`src/rtl/prio_encoder_rr.sv`:
```
// Purpose : N-to-log2(N) request encoder, fixed-priority or round-robin, registered result.
// Latency : result is registered one cycle after req is sampled; one result per cycle with out_ready high.
// Backpr. : a held result stays frozen while out_ready is low; req is ignored (not latched) during a stall.
//
// Ports:
//   clk        rising-edge clock
//   rst        synchronous active-high reset, dominates all other inputs
//   req        N level-sensitive request lines, bit i = source i
//   out_ready  consumer accepts the current result this cycle
//   out_valid  out_idx / out_onehot / out_multi carry a valid result
//   out_idx    binary index of the winning request line (always < N)
//   out_onehot one-hot form of out_idx
//   out_multi  more than one request was set when the result was captured
module prio_encoder_rr #(
    parameter int N    = 8,
    parameter int MODE = 0,
    localparam int W   = $clog2(N)
) (
    input  logic         clk,
    input  logic         rst,
    input  logic [N-1:0] req,
    input  logic         out_ready,
    output logic         out_valid,
    output logic [W-1:0] out_idx,
    output logic [N-1:0] out_onehot,
    output logic         out_multi
);

    // Index of the lowest set bit of v; 0 when v is empty (callers guard on |v).
    function automatic logic [W-1:0] lowest_set(input logic [N-1:0] v);
        logic [W-1:0] r;
        r = '0;
        for (int i = N - 1; i >= 0; i--) begin
            if (v[i]) begin
                r = W'(i);
            end
        end
        return r;
    endfunction

    // Round-robin pointer: index that has highest priority on the next capture.
    // Held at 0 in fixed-priority mode.
    logic [W-1:0] ptr;

    logic         load;
    logic         any_req;
    logic [N-1:0] above_mask;
    logic [N-1:0] req_hi;
    logic [W-1:0] win_idx;
    logic [N-1:0] win_onehot;
    logic         win_multi;
    logic [W-1:0] ptr_nxt;

    // The output register can take a new value when empty or when its current
    // content is being consumed this very cycle.
    assign load    = !out_valid || out_ready;
    assign any_req = |req;

    // Requests at or above the pointer are scanned first; if none exist the
    // search wraps and the lowest request overall wins. This implements the
    // circular scan without a rotator, and is independent of N being a power of 2.
    always_comb begin
        above_mask = '0;
        for (int i = 0; i < N; i++) begin
            above_mask[i] = (W'(i) >= ptr);
        end
    end

    assign req_hi = req & above_mask;

    always_comb begin
        win_idx = '0;
        if (MODE != 0 && (|req_hi)) begin
            win_idx = lowest_set(req_hi);
        end else begin
            win_idx = lowest_set(req);
        end
    end

    always_comb begin
        win_onehot = '0;
        for (int i = 0; i < N; i++) begin
            win_onehot[i] = (win_idx == W'(i));
        end
    end

    // Clearing the lowest set bit leaves something behind only if two or more bits were set.
    assign win_multi = |(req & (req - {{(N-1){1'b0}}, 1'b1}));

    // Explicit wrap rather than a modulo so non-power-of-2 N never yields ptr >= N.
    assign ptr_nxt = (win_idx == W'(N - 1)) ? '0 : (win_idx + W'(1));

    always_ff @(posedge clk) begin
        if (rst) begin
            out_valid  <= 1'b0;
            out_idx    <= '0;
            out_onehot <= '0;
            out_multi  <= 1'b0;
            ptr        <= '0;
        end else if (load) begin
            if (any_req) begin
                out_valid  <= 1'b1;
                out_idx    <= win_idx;
                out_onehot <= win_onehot;
                out_multi  <= win_multi;
                if (MODE != 0) begin
                    ptr <= ptr_nxt;
                end
            end else begin
                // Data fields keep their last value; only valid drops.
                out_valid <= 1'b0;
            end
        end
    end

    // Structural invariants of the output register and pointer.
    a_idx_range: assert property (@(posedge clk) disable iff (rst)
        out_valid |-> (int'(out_idx) < N));

    a_onehot_match: assert property (@(posedge clk) disable iff (rst)
        out_valid |-> (out_onehot == (N'(1) << out_idx)));

    a_ptr_range: assert property (@(posedge clk) disable iff (rst)
        int'(ptr) < N);

    a_hold_stable: assert property (@(posedge clk) disable iff (rst)
        (out_valid && !out_ready) |=>
            (out_valid && $stable(out_idx) && $stable(out_onehot) && $stable(out_multi)));

endmodule

```
`config.mk`:
```
export PLATFORM = sky130hd
export DESIGN_NAME = prio_encoder_rr
export DESIGN_NICKNAME = d
export VERILOG_FILES = /design/src/rtl/prio_encoder_rr.sv
export SDC_FILE = /design/constraint.sdc
export NUM_CORES = 1
export LEC_CHECK = 0
export CAP_MARGIN = 20
export CORE_ASPECT_RATIO = 0.9
export CORE_MARGIN = 5
export CORE_UTILIZATION = 43
export CTS_CLUSTER_SIZE = 14
export DETAILED_ROUTE_END_ITERATION = 10
export PLACE_DENSITY = 0.77
export SETUP_SLACK_MARGIN = 0.1
export SYNTH_ARGS = -nofsm -noshare
export SYNTH_HDL_FRONTEND = slang
export SYNTH_SLANG_ARGS = --single-unit
export TNS_END_PERCENT = 30
```
`constraint.sdc`:
```
create_clock -name clk -period 2 [get_ports clk]
set_input_delay 0.3 -clock clk [delete_from_list [all_inputs] [get_ports clk]]
set_output_delay 0.3 -clock clk [all_outputs]
set_load 0.05 [all_outputs]
```
==> flow_metrics.tcl <==
set metrics [dict create \
    status "complete, no violations" \
    post_drt_via_cell_ratio 5.61 \
    hold_ws_ns 0.459 \
    critPathMaxStageDelay_ns 0.80 \
    drv_slew 0 \
    synth_flop_cell "dfxtp_1" \
    cp_cell_sequence "clkdlybuf4s50_1" \
    die_area_sq_um 2500 \
    path_delay_family "buffers and inverters" \
    dp_hpwl_um 1490 \
    crit_required_ns 1.70 \
    drv_cap 0 \
    clock_sinks 13 \
    portBuffers 23 \
    worstPathMaxFanout 2 \
    routed_wl_um 1880 \
    rows 13 \
    setup_ws_ns 0.279 \
    final-hold-violation-count 0 \
    crit_buf_inv 1 \
    syn_inst 77 \
    powerDensity_nw_per_um2 578 \
    cts_made_buffers 3 \
    pin_count 24 \
    ys_top_cells_by_area "dfxtp_1, nor2_1, a22oi_1, o21ai_0, or4_4" \
    crit_arrival_ns 1.42 \
    slowest_stage "clkdlybuf4s50_1" \
    ys_warn_count 0 \
    cts_buffer_depth 2 \
    core-area_sq_um 1480 \
    initial_core_util_pct 46.5 \
    p_leak_nw 0.370 \
    ir_drop_v 0.000387 \
    clock_latency_ns 0.27 \
    gp_congestion 0.772 \
    crit_cells 1 \
    yosysTopAreaCellShare_pct 37.8 \
    antenna_cells 0 \
    place_ws_ns 0.0392 \
    grt_pass1_wl_um 3100 \
    die_w_um 52.2 \
    drive_gt1_share_pct 18.3 \
    clockRootBuffer "clkbuf_4" \
    worstSetupEndpointType "primary output" \
    cts_resized 0 \
    clkSlewWorstSetupHoldPaths_ns 0.08 \
    nets 121 \
    max_freq_ghz 0.581 \
    grt_max_degree 11 \
    holdBufCountCts 0 \
    drt-initial-drc-count 17 \
    htreeDepth 1 \
    remaining_drc_errors 0 \
    wl_per_cell_um 14.3 \
    synth_edf_count 0 \
    worst_slew_pin_slew_ns 0.501 \
    tns_ns 0 \
    finalCritPeriodShare_pct 86.0 \
    synth_cell_types 36 \
    critical_path_class "flip-flop to primary output" \
    finalCriticalPeriod_ns 1.72 \
    syn_area_sq_um 688 \
    nFillCells 126 \
    antenna_left 0 \
    rsz0062_at_grt "false" \
    ys_ff_latch 13 \
    synth_area_per_cell_sq_um 8.94 \
    cp-start-kind "flip-flop" \
    cts_tree "built" \
    grt_antenna_before_repair 0 \
    synth-seq-area-share_pct 37.8 \
    worstHoldPathCells 2 \
    synthArstFlopShare_pct 0 \
    reg2reg_depth 4 \
    die_h_um 48.0 \
    max_slew_margin_pct 66.5 \
    grt_pass1_vias 686 \
    cts_setup_buffers 0 \
    area.growth.synth_to_final_pct 47.6 \
    yosysTopAreaCell "dfxtp_1" \
    gr-total-overflow 0 \
    syn-num-nets 88 \
    grtUsageTotal_pct 16.9 \
    hp-class "flip-flop to flip-flop" \
    vias 735 \
    drt_pass1_iterations 4 \
    fin_worst_skew_ns 0.00591 \
    setup_viol 0 \
]
[metrics by stage]
stage               utilization (%)  std cells  area, sq um  power [mW]
floorplan                         -         77          688       0.363
global placement               66.9        127          990       0.430
detailed placement             66.9        127          990       0.434
CTS                            68.6        131         1020       0.595
global route                   68.6        131         1020       0.623
finish                         68.6        131         1020       0.587
[logic make-up (layout without fill, tap and decap cells)]
group	count (synthesis)	in the layout	share of synthesized area, %
fa+ha+maj	1	1	1.45
compound gates	30	30	34.5
flops	13	13	37.8
simple gates	28	28	22.2
buf+inv	5	37	4.00
[final timing paths]
path,slack (ns),endpoint,startpoint
hold / removal,0.46,out_idx[1],out_idx[1]
setup / recovery,0.28,out_idx[2],out_idx[2]
hold reg to reg,0.46,out_idx[1],out_idx[1]
setup reg to reg,0.83,out_onehot[6],out_valid
[synthesized netlist by cell type, drive strengths merged, types with 2 or more instances]
cell and count:
a21oi 4, a22oi 4, a32oi 2, and3 2, buf 2, clkbuf 2
dfxtp 13, nand2 3, nor2 12, nor2b 2, o21a 3, o21ai 7
or3 2, or4 2
[flip-flops by register name, indices dropped and copies added, names as in the netlist]
name / flops
out_idx: 3
out_multi: 1
out_onehot: 8
out_valid: 1
[cell usage in the layout (no fill, tap or decap), types with 2 or more instances in the layout]
cell and instances:
a21oi_1 4, or4_4 2, o21ai_0 5, nor2_1 11, or3_1 2, a32oi_1 2, dfxtp_1 13, buf_4 9
nor2b_1 2, clkdlybuf4s50_1 23, clkbuf_4 3, a22oi_1 4, and3_1 2, o21a_1 2, nand2_1 3
[metal layers]
metal,GRT usage (%),share of wire (%),vias to the layer above
met3,5.92,6.2,2
met4,1.53,0.32,0
met1,20.9,44,347
met2,30.1,49,28
met5,0,0,-
li1,-,-,358
[where the power goes]
| group | total, mW | internal, mW | switching (mW) |
|---|---|---|---|
| Clock | 0.158 | 0.0773 | 0.0802 |
| Sequential | 0.272 | 0.268 | 0.00442 |
| Combinational | 0.157 | 0.0679 | 0.0892 |
[area by class of cell]
type                    count  area (sq um)  area share [%]
flip-flops and latches     13           260            25.6
inverters                   1          3.75           0.369
well taps                  22          27.5            2.71
clock buffers               4          26.3            2.59
multi-input cells          59           400            39.4
repair buffers             32           298            29.3
[worst min-delay path, cell delays in order (launching register included)]
cell,delay (ns)
dfxtp_1,0.32
nand2_1,0.05
a21oi_1,0.05
No activity file was read; power rests on OpenSTA's default activity.
